`src/rtl/decode_stage_controller_pkg.sv`:
```
// Shared stage codes broadcast by the decode controller and decoded by every PU.
package decode_stage_controller_pkg;

  localparam int unsigned STAGE_WIDTH = 3;

  typedef enum logic [STAGE_WIDTH-1:0] {
    STAGE_IDLE                = 3'd0,
    STAGE_MEASUREMENT_LOADING = 3'd1,
    STAGE_GROW                = 3'd2,
    STAGE_MERGE               = 3'd3,
    STAGE_PEELING             = 3'd4,
    STAGE_RESULT_VALID        = 3'd5
  } stage_e;

  // Stages that wait for the array to go quiet before moving on.
  function automatic logic is_settle_stage(input stage_e s);
    return (s == STAGE_MERGE) || (s == STAGE_PEELING);
  endfunction

endpackage

```
`src/rtl/decode_stage_controller_settle_detector.sv`:
```
// Counts consecutive cycles with the whole PU array idle; settled_c fires on
// the cycle that completes a window of SETTLE_CYCLES idle cycles.
module decode_stage_controller_settle_detector #(
  parameter int unsigned PU_COUNT      = 16,
  parameter int unsigned SETTLE_CYCLES = 3
) (
  input  logic                clk,
  input  logic                reset,
  input  logic                clear,
  input  logic [PU_COUNT-1:0] busy,
  output logic                settled_c
);

  localparam int unsigned CNT_W = $clog2(SETTLE_CYCLES + 1);
  localparam logic [CNT_W-1:0] CNT_LAST = CNT_W'(SETTLE_CYCLES - 1);

  logic             any_busy_c;
  logic [CNT_W-1:0] cnt_q;
  logic [CNT_W-1:0] cnt_d;

  // Array-wide busy reduction; a late glitch simply restarts the window.
  assign any_busy_c = |busy;

  assign settled_c = !any_busy_c && (cnt_q == CNT_LAST);

  // Next idle-run length: cleared on stage entry or any busy cycle.
  always_comb begin
    cnt_d = cnt_q;
    if (clear || any_busy_c) begin
      cnt_d = '0;
    end else if (cnt_q != CNT_LAST) begin
      cnt_d = cnt_q + CNT_W'(1);
    end
  end

  // Idle-run register.
  always_ff @(posedge clk) begin
    if (reset) begin
      cnt_q <= '0;
    end else begin
      cnt_q <= cnt_d;
    end
  end

endmodule

```
`src/rtl/decode_stage_controller.sv`:
```
// Decode sequencer: load -> merge/grow loop until no odd cluster -> peel -> result.
// Optional build macro: DECODE_CYCLE_COUNTER_EN adds a saturating decode
// latency counter on cycle_count; otherwise cycle_count is tied to zero.
import decode_stage_controller_pkg::*;

module decode_stage_controller #(
  parameter int unsigned PU_COUNT      = 16,
  parameter int unsigned STAGE_WIDTH   = 3,
  parameter int unsigned LOAD_CYCLES   = 2,
  parameter int unsigned SETTLE_CYCLES = 3,
  parameter int unsigned MAX_GROW      = 63,
  parameter int unsigned ITER_WIDTH    = 6
) (
  input  logic                   clk,
  input  logic                   reset,
  input  logic                   start,
  output logic                   ready,
  input  logic [PU_COUNT-1:0]    busy,
  input  logic [PU_COUNT-1:0]    odd,
  output logic [STAGE_WIDTH-1:0] global_stage,
  output logic                   result_valid,
  input  logic                   result_ack,
  output logic [ITER_WIDTH-1:0]  grow_count,
  output logic                   timeout,
  output logic [31:0]            cycle_count
);

  localparam int unsigned LOAD_CNT_W = $clog2(LOAD_CYCLES + 1);
  localparam logic [LOAD_CNT_W-1:0] LOAD_LAST = LOAD_CNT_W'(LOAD_CYCLES - 1);
  localparam logic [ITER_WIDTH-1:0] GROW_MAX  = ITER_WIDTH'(MAX_GROW);
  localparam int unsigned CYCLE_W = 32;

  stage_e                 state_q, state_d;
  logic                   ready_q, ready_d;
  logic                   result_valid_q, result_valid_d;
  logic [LOAD_CNT_W-1:0]  load_cnt_q, load_cnt_d;
  logic [ITER_WIDTH-1:0]  grow_count_q, grow_count_d;
  logic                   timeout_q, timeout_d;
  logic                   start_accept_c;
  logic                   any_odd_c;
  logic                   settle_clear_c;
  logic                   settled_c;

  assign start_accept_c = start && ready_q;
  assign any_odd_c      = |odd;

  // Window restarts on every stage entry and stays parked outside MERGE/PEELING.
  assign settle_clear_c = (state_d != state_q) || !is_settle_stage(state_q);

  decode_stage_controller_settle_detector #(
    .PU_COUNT      (PU_COUNT),
    .SETTLE_CYCLES (SETTLE_CYCLES)
  ) u_settle (
    .clk       (clk),
    .reset     (reset),
    .clear     (settle_clear_c),
    .busy      (busy),
    .settled_c (settled_c)
  );

  // Next-state and counter update for the stage sequencer.
  always_comb begin
    state_d      = state_q;
    load_cnt_d   = load_cnt_q;
    grow_count_d = grow_count_q;
    timeout_d    = timeout_q;

    case (state_q)
      STAGE_IDLE: begin
        if (start_accept_c) begin
          state_d      = STAGE_MEASUREMENT_LOADING;
          load_cnt_d   = '0;
          grow_count_d = '0;
          timeout_d    = 1'b0;
        end
      end
      STAGE_MEASUREMENT_LOADING: begin
        if (load_cnt_q == LOAD_LAST) begin
          state_d    = STAGE_MERGE;
          load_cnt_d = '0;
        end else begin
          load_cnt_d = load_cnt_q + LOAD_CNT_W'(1);
        end
      end
      STAGE_MERGE: begin
        if (settled_c) begin
          if (!any_odd_c) begin
            state_d = STAGE_PEELING;
          end else if (grow_count_q == GROW_MAX) begin
            state_d   = STAGE_PEELING;
            timeout_d = 1'b1;
          end else begin
            state_d = STAGE_GROW;
          end
        end
      end
      STAGE_GROW: begin
        state_d = STAGE_MERGE;
        if (grow_count_q != {ITER_WIDTH{1'b1}}) begin
          grow_count_d = grow_count_q + ITER_WIDTH'(1);
        end
      end
      STAGE_PEELING: begin
        if (settled_c) begin
          state_d = STAGE_RESULT_VALID;
        end
      end
      STAGE_RESULT_VALID: begin
        if (result_ack) begin
          state_d = STAGE_IDLE;
        end
      end
      default: begin
        state_d = STAGE_IDLE;
      end
    endcase
  end

  // Handshake flags registered from the next stage so they align with global_stage.
  always_comb begin
    ready_d        = (state_d == STAGE_IDLE);
    result_valid_d = (state_d == STAGE_RESULT_VALID);
  end

  // Sequencer registers.
  always_ff @(posedge clk) begin
    if (reset) begin
      state_q        <= STAGE_IDLE;
      ready_q        <= 1'b1;
      result_valid_q <= 1'b0;
      load_cnt_q     <= '0;
      grow_count_q   <= '0;
      timeout_q      <= 1'b0;
    end else begin
      state_q        <= state_d;
      ready_q        <= ready_d;
      result_valid_q <= result_valid_d;
      load_cnt_q     <= load_cnt_d;
      grow_count_q   <= grow_count_d;
      timeout_q      <= timeout_d;
    end
  end

  assign global_stage = STAGE_WIDTH'(state_q);
  assign ready        = ready_q;
  assign result_valid = result_valid_q;
  assign grow_count   = grow_count_q;
  assign timeout      = timeout_q;

`ifdef DECODE_CYCLE_COUNTER_EN
  logic [CYCLE_W-1:0] cycle_count_q, cycle_count_d;

  // Latency counter: runs from LOADING entry up to RESULT_VALID entry, saturating.
  always_comb begin
    cycle_count_d = cycle_count_q;
    if ((state_q == STAGE_IDLE) && start_accept_c) begin
      cycle_count_d = '0;
    end else if ((state_q == STAGE_MEASUREMENT_LOADING) || (state_q == STAGE_MERGE) ||
                 (state_q == STAGE_GROW) || (state_q == STAGE_PEELING)) begin
      if (cycle_count_q != {CYCLE_W{1'b1}}) begin
        cycle_count_d = cycle_count_q + CYCLE_W'(1);
      end
    end
  end

  // Latency counter register.
  always_ff @(posedge clk) begin
    if (reset) begin
      cycle_count_q <= '0;
    end else begin
      cycle_count_q <= cycle_count_d;
    end
  end

  assign cycle_count = cycle_count_q;
`else
  assign cycle_count = CYCLE_W'(0);
`endif

endmodule

```
`config.mk`:
```
export PLATFORM = sky130hd
export DESIGN_NAME = decode_stage_controller
export DESIGN_NICKNAME = d
export VERILOG_FILES = /design/src/rtl/decode_stage_controller_pkg.sv /design/src/rtl/decode_stage_controller_settle_detector.sv /design/src/rtl/decode_stage_controller.sv
export SDC_FILE = /design/constraint.sdc
export NUM_CORES = 1
export LEC_CHECK = 0
export BUFFER_PORTS_ARGS = -buffer_cell sky130_fd_sc_hd__buf_2
export CAP_MARGIN = 20
export CORE_MARGIN = 2
export CORE_UTILIZATION = 35
export CTS_BUF_LIST = sky130_fd_sc_hd__clkbuf_16
export DETAILED_ROUTE_END_ITERATION = 12
export PLACE_DENSITY = 0.77
export SLEW_MARGIN = 20
export SYNTH_ARGS = -nofsm -noshare
export SYNTH_HDL_FRONTEND = slang
export SYNTH_SLANG_ARGS = --single-unit
```
`constraint.sdc`:
```
create_clock -name clk -period 3.46 [get_ports clk]
set_clock_uncertainty 0.05 [all_clocks]
set_input_delay 0.865 -clock clk [delete_from_list [all_inputs] [get_ports clk]]
set_output_delay 0.865 -clock clk [all_outputs]
set_load 0.01 [all_outputs]
```
* After elaboration in Yosys (flattened, before gate mapping)
Cells that the tools add are included.
Storage, ports and cells: register bits 16, word-level logic and storage cells 64
Cells by class: add/sub/neg operators 3, equality and inequality tests 17, mux-type cells 19, reduce and logical (&&, ||, !) cells 18
Operators by type and width (number):
- $reduce_or A16 Y1 | 2
- $mux W3 | 7
- $pmux W3 S6 | 1
- $mux W6 | 2
- $pmux W6 S2 | 1
- $ne A2 B2 Y1 const B | 5
- $eq A3 B3 Y1 const B | 3
- $add A6 B1 Y6 const B | 1
- $eq A3 B2 Y1 const B | 2
- $eq A6 B6 Y1 const B | 1
- $logic_not A3 Y1 | 2
- $ne A6 B6 Y1 const B | 1
- $reduce_bool A2 Y1 | 3
- $reduce_and A5 Y1 | 1
- $add A2 B1 Y2 const B | 2
- $mux W1 | 4
- $mux W2 | 2
- $pmux W2 S2 | 1
- $eq A3 B1 Y1 const B | 1
- $logic_or A1 B1 Y1 | 3
- $ne A3 B3 Y1 | 1
- $reduce_and A3 Y1 | 1
- $eq A2 B1 Y1 const B | 1
- $eq A2 B2 Y1 const B | 1
- 6 further kinds | 8

* Depth between registers and ports, before layout
Gate-level depths: netlist (run 1).
word-level depth 9, gate-level depth with buffers 6, mapped depth without buffers 6

* By module
Synthesis (run 1) repeated with hierarchy kept, for this count alone.
Second synthesis, totals: cell total of the unflattened synthesis 131, area total of the unflattened synthesis 1129.8 sq um
Modules (own cells, without submodules):
- decode_stage_controller | instances 1, cells an instance 115, area an instance 979.7 sq um
- decode_stage_controller_settle_detector | instances 1, cells an instance 16, area an instance 150.1 sq um

* Worst setup path before layout (run 1)
OpenSTA, ideal clock, no wires.
kind input to register, start point in busy[2], end point reg result_valid_q, in the netlist result_valid, library setup time 87 ps, arrival time 1952 ps, data required time 3323 ps, slack 1370 ps, cell stages on the path 5, path buffers 0, cell sequence nor4_1 > and4_2 > nand4_2 > a221oi_2 > nor4b_2
On the way: longest elaborated chain between the ends 6
Ends and longest elaborated chain:
- start, declared | RTL line decode_stage_controller.sv:18 | input logic [PU_COUNT-1:0] busy,
- $reduce_or A16 Y1 * | RTL line decode_stage_controller_settle_detector.sv:22 | assign any_busy_c = |busy;
- $logic_not A1 Y1 * | RTL line decode_stage_controller_settle_detector.sv:24 | assign settled_c = !any_busy_c && (cnt_q == CNT_LAST);
- $logic_and A1 B1 Y1 * | RTL line decode_stage_controller_settle_detector.sv:24
- $mux W3, on equally long branches | RTL line decode_stage_controller.sv:104, decode_stage_controller.sv:86
- $pmux W3 S6 * | RTL line decode_stage_controller.sv:68 | case (state_q)
- $eq A3 B3 Y1 * | RTL line decode_stage_controller.sv:122 | result_valid_d = (state_d == STAGE_RESULT_VALID);
- end signal, assigned | RTL line decode_stage_controller.sv:137 | result_valid_q <= result_valid_d;
- end, declared | RTL line decode_stage_controller.sv:35 | logic result_valid_q, result_valid_d;
Mark *: on every way between the ends. The rest lies on a longest branch, timed or not. A chain may end at the register's enable or synchronous reset.

* Worst setup path in the final report (run 1)
start point reg state_q[0], in the netlist global_stage[0], end point out global_stage[0]
RTL lines:
- start, declared | RTL line decode_stage_controller.sv:33 | stage_e state_q, state_d;
- start signal, assigned | RTL line decode_stage_controller.sv:135 | state_q <= state_d;
- end, declared | RTL line decode_stage_controller.sv:20 | output logic [STAGE_WIDTH-1:0] global_stage,
No word-level cell between the ends.

==> results.tsv, run 1 <==
metric	value	unit
Pre-antenna DRT Iters	4	
antenna cell count	0	
share of layout cells above drive strength 1	0.3089	
vias	1066	
Max VDD drop	0.0002095	V
clk_lat worst skew	240	ps
Tightest Pin Transition	606.4	ps
initial antenna violation count	0	
RSZ-0062 raised after global routing	no	
FF-to-FF path depth	3	
Slew HR	0.5952	
slowest CP cell	dfxtp_1	
CP Buf/Inv Count	1	
Slew Viols, Final	0	
hold depth	2	
die height	61.63	um
core area	0.003103	mm2
Leak	0.0006279	uW
IO Count	80	
Internal	369.9	uW
CP Max Fanout	19	
ANT nets after route	0	
Clock Path Buffers	2	
sequential area share after synthesis	0.2756	
Post-DP HPWL	1.856	mm
Post-Syn Instances	147	
Comb pwr share	0.147	
synth unique cells	34	
routed length per instance	9.698	um
register area	320.3	um2
Total Wirelength	2.279	mm
Rows	20	
Clock Tree Root	clkbuf_16	
Worst EP required	2540	ps
vias per inst	4.536	
critical path's largest stage delay	700	ps
Gates resized, CTS repair	0	
synthesis-stage register bit count	16	
total CTS buffers	3	
CTS tree	yes	
Worst Setup Start Kind	register	
CTS Hold Bufs	0	
Max-Cap Viols	0	
Post-Syn Area	0.001162	mm2
Hold Vio Cnt, Final	0	
final setup violation count	0	
crit path time final	2101	ps
Hold Crit Class	register to register	
number of fill cells	342	
GRT Resource Usage Total	0.1309	
CTS sink count	16	
P_sw	118.2	uW
largest net degree at the start of global routing	20	
switching share of power	0.2421	
number of global-route vias before repair	915	
WHS	399.7	ps
area grow syn2layout	16.90	%
gr ovfl total	0	
critical path depth	1	
placer's final routability congestion estimate	0.7446	
Cell Chain, Critical Path	buf_2	
setup TNS	0	ps
Residual DRC	0	
Die W	61.63	um
Clock power frac	0.444	
global-route wire length before repair	3.753	mm
Yosys warnings	0	
postcts setup bufs	0	
Pwr Density	359.2	mW/mm2
clk slew on worst S/H paths	50	ps
crit path DAT	1190	ps
Die ar.	0.003798	mm2
# port buffers	47	
CP Capture Type	output port	
fin crit share	0.6071	
initial drt markers	28	
Setup CP Type	register to output port	
Peak Freq	0.4760	GHz
Layout Nets	231	
H-tree Lvls	1	
Sequential Power Share	0.409	
outcome	finished clean	
Largest delay share family, worst path	flip-flops	
area of the multi-input gates	661.9	um2
Avg Inst Size Synth	7.907	um2
initial cell density of the core	0.3746	
[cells in the mapped netlist (all sizes together)]
cell | number | area (um2)
a211oi | 1 | 7.510
ha | 2 | 25.02
o21ba | 1 | 10.01
clkbuf | 1 | 3.750
o22ai | 1 | 6.260
o21bai | 1 | 7.510
and4 | 1 | 10.01
o21ai | 3 | 15.01
nand2 | 14 | 52.55
nor4 | 10 | 62.56
o211ai | 1 | 7.510
xor2 | 4 | 35.03
nand4 | 5 | 37.53
dfxtp | 16 | 320.3
or3b | 1 | 8.760
and2b | 2 | 17.52
and2 | 1 | 6.260
nor2b | 1 | 6.260
xnor2 | 2 | 17.52
nor3 | 1 | 5.000
conb | 1 | 3.750
nand3 | 4 | 20.02
a21oi | 11 | 55.05
o221ai | 1 | 8.760
a31oi | 1 | 6.260
nor4b | 1 | 15.01
buf | 36 | 281.5
o221a | 1 | 11.26
a211o | 1 | 8.760
a221oi | 1 | 15.01
inv | 3 | 11.26
nor2 | 17 | 63.81
[path summary, 6_finish.rpt]
path / end / startpoint / slack, ps
max reg2reg: global_stage[0] / global_stage[2] / 1810
min: load_cnt_q[1] / load_cnt_q[1] / 400
min reg2reg: load_cnt_q[1] / load_cnt_q[1] / 400
max: global_stage[0] / global_stage[0] / 1360
[stage by stage]
| stage | instance area, um2 | instances | util | setup WS [ps] | power [uW] |
|---|---|---|---|---|---|
| after floorplan | 1279 | 178 | - | 1370 | 277.3 |
| after global placement | 1284 | 232 | 0.4137 | 1161 | 272.8 |
| after detailed placement | 1284 | 232 | 0.4137 | 1113 | 273.7 |
| after CTS | 1359 | 235 | 0.4379 | 1363 | 492.7 |
| after global routing | 1359 | 235 | 0.4379 | 1212 | 512.2 |
| final | 1359 | 235 | 0.4379 | 1359 | 488.0 |
[flip-flops by register name, indices dropped and copies added (netlist names)]
register and count:
grow_count 6, global_stage 3, load_cnt_q 2, u_settle.cnt_q 2, ready 1, result_valid 1
timeout 1
[power by group through the flow]
stage	Combinational [uW]	Sequential [uW]	Clock [uW]
after floorplan	79.4	198	0
after global placement	70.2	203	0
after detailed placement	71.0	203	0
after CTS	71.4	199	222
after global routing	81.9	201	229
final	71.7	200	217
[cells by family after synthesis]
family | count (synthesis) | share of synthesized area
xor+xnor | 6 | 0.04521
fa+ha+maj | 2 | 0.02153
other cells | 1 | 0.003226
simple gates | 58 | 0.2626
compound gates | 24 | 0.1367
buf+inv | 40 | 0.2551
flops | 16 | 0.2756
[per-layer routing]
metal | share of wire | up-vias | GRT usage | routed length, um
li1 | - | 536 | - | -
met1 | 0.43 | 484 | 0.1595 | 980
met2 | 0.50 | 46 | 0.2331 | 1131
met3 | 0.073 | 0 | 0.05042 | 167
met4 | 0 | 0 | 0 | 0
met5 | 0 | - | 0 | 0
[placed cells by master, fill, tap and decap left out, drive strengths merged, types with 4 or more instances in the layout]
cell / n
buf: 47
conb: 32
nor2: 17
dfxtp: 16
nand2: 14
a21oi: 11
nor4: 10
nand4: 5
nand3: 4
xor2: 4
[cell type report]
class,instances,area share
Multi-Input combinational cell,122,0.4871
Clock buffer,3,0.05525
Sequential cell,16,0.2357
Inverter,3,0.008287
Timing Repair Buffer,47,0.1731
Tap cell,44,0.04052
Power figures use the tool's default switching activity.
==> run 2, diff against run 1 <==
Clock period 3.46 ns to 2.19 ns, I/O delays scaled along.
==> results.tsv, run 2 (synthesis gave the netlist of run 1 again) <==
metric	value	unit	change
# port buffers	47		unchanged
routed length per instance	9.792	um	+0.97%
Pre-antenna DRT Iters	4		unchanged
Hold Crit Class	register to register		
total CTS buffers	3		unchanged
max reg flops	6		unchanged
IO Count	80		unchanged
Final Power	777.8	uW	+59%
antenna cell count	0		unchanged
Worst Setup Start Kind	register		
crit path DAT	1190	ps	about the same
dpl cells	232		unchanged
Leak	0.0006295	uW	+0.25%
Slew Viols, Final	0		unchanged
setup TNS	0	ps	unchanged
number of global-route vias before repair	946		+3.4%
Layout Nets	231		unchanged
Worst EP required	1590	ps	-950 ps
Max VDD drop	0.0002949	V	+41%
postcts setup bufs	0		unchanged
initial drt markers	28		unchanged
Hold Vio Cnt, Final	0		unchanged
Total Wirelength	2.311	mm	+1.4%
Clock Path Buffers	2		unchanged
commonest non-fill, non-tap cells in the layout	47 x buf_2, 32 x conb_1, 17 x nor2_1, 16 x dfxtp_1, 14 x nand2_1		
Gates resized, CTS repair	0		unchanged
Tightest Pin Transition	609.2	ps	+2.862 ps
CTS sink count	16		unchanged
CP Buf/Inv Count	1		unchanged
Peak Freq	0.5599	GHz	
H-tree Lvls	1		unchanged
share of layout cells above drive strength 1	0.3073		-0.001609
GRT Resource Usage Total	0.1351		+0.004234
WHS	408.0	ps	+8.309 ps
crit path time final	1786	ps	
Residual DRC	0		unchanged
area grow syn2layout	17.22	%	
ANT nets after route	0		unchanged
CTS Hold Bufs	0		unchanged
gr ovfl total	0		unchanged
core area	0.003103	mm2	unchanged
final setup violation count	0		unchanged
Clock Tree Root	clkbuf_16		
placer's final routability congestion estimate	0.7448		about the same
Die W	61.63	um	unchanged
Post-DP HPWL	1.859	mm	+0.16%
Slew HR	0.5933		-0.001910
most common cell after layout, fill and taps aside	buf_2		
Layout Cells excl Fill	236		+0.43%
Max-Cap Viols	0		unchanged
clk slew on worst S/H paths	50	ps	about the same
Final Util	0.4391		+0.001210
CP Max Fanout	19		unchanged
initial cell density of the core	0.3746		unchanged
CTS tree	yes		
CP Capture Type	output port		
die height	61.63	um	unchanged
initial antenna violation count	0		unchanged
global-route wire length before repair	3.884	mm	+3.5%
vias	1065		-0.094%
fin crit share	0.8156		
Pwr Density	570.8	mW/mm2	+59%
number of fill cells	337		-1.5%
largest net degree at the start of global routing	20		unchanged
Largest delay share family, worst path	flip-flops		
clk_lat worst skew	240	ps	about the same
Cell Chain, Critical Path	buf_2		
Setup CP Type	register to output port		
vias per inst	4.513		-0.52%
RSZ-0062 raised after global routing	no		
outcome	finished clean		
critical path's largest stage delay	700	ps	about the same
slowest CP cell	dfxtp_1		
Die ar.	0.003798	mm2	unchanged
Rows	20		unchanged
## run 2: power breakdown
group	switching, uW	internal (uW)
clock network	108	242
registers	16.0	299
logic	67.2	46.4
total	191	587
## run 2: final cells by class
| cell class | instances | area, um2 | share of cell area |
|---|---|---|---|
| Multi-Input combinational cell | 122 | 661.9 | 0.4858 |
| Sequential cell | 16 | 320.3 | 0.2351 |
| Timing Repair Buffer | 47 | 235.2 | 0.1726 |
| Clock buffer | 3 | 75.07 | 0.05510 |
| Tap cell | 44 | 55.05 | 0.04040 |
| Inverter | 3 | 11.26 | 0.008264 |
| Clock inverter | 1 | 3.754 | 0.002755 |
## run 2: worst paths after layout
path                                 startpoint               to  slack (ps)  cells after the start
worst max-delay path            global_stage[0]  global_stage[0]         400                      1
worst min-delay path              load_cnt_q[1]    load_cnt_q[1]         410                      2
worst max register to register  global_stage[2]  global_stage[0]         540                      3
worst min register to register    load_cnt_q[1]    load_cnt_q[1]         410                      2
## run 2: metrics by stage
step	instance area [um2]	setup slack, ps
after floorplan	1279	417.9
after global placement	1284	208.9
after detailed placement	1284	178.8
after CTS	1363	407.8
after global routing	1363	215.7
final	1363	403.9
## run 2: metal layers
layer	wire, um	up-vias	global-route usage
li1	-	537	-
met1	960	480	0.1631
met2	1170	48	0.2406
met3	180	0	0.04832
met4	0	0	0.009119
met5	0	-	0
## run 2: worst register-to-register path: stages (launching register included)
cell	delay, ps
dfxtp_1	580
or3b_2	500
o21ai_0	300
nor4_1	90
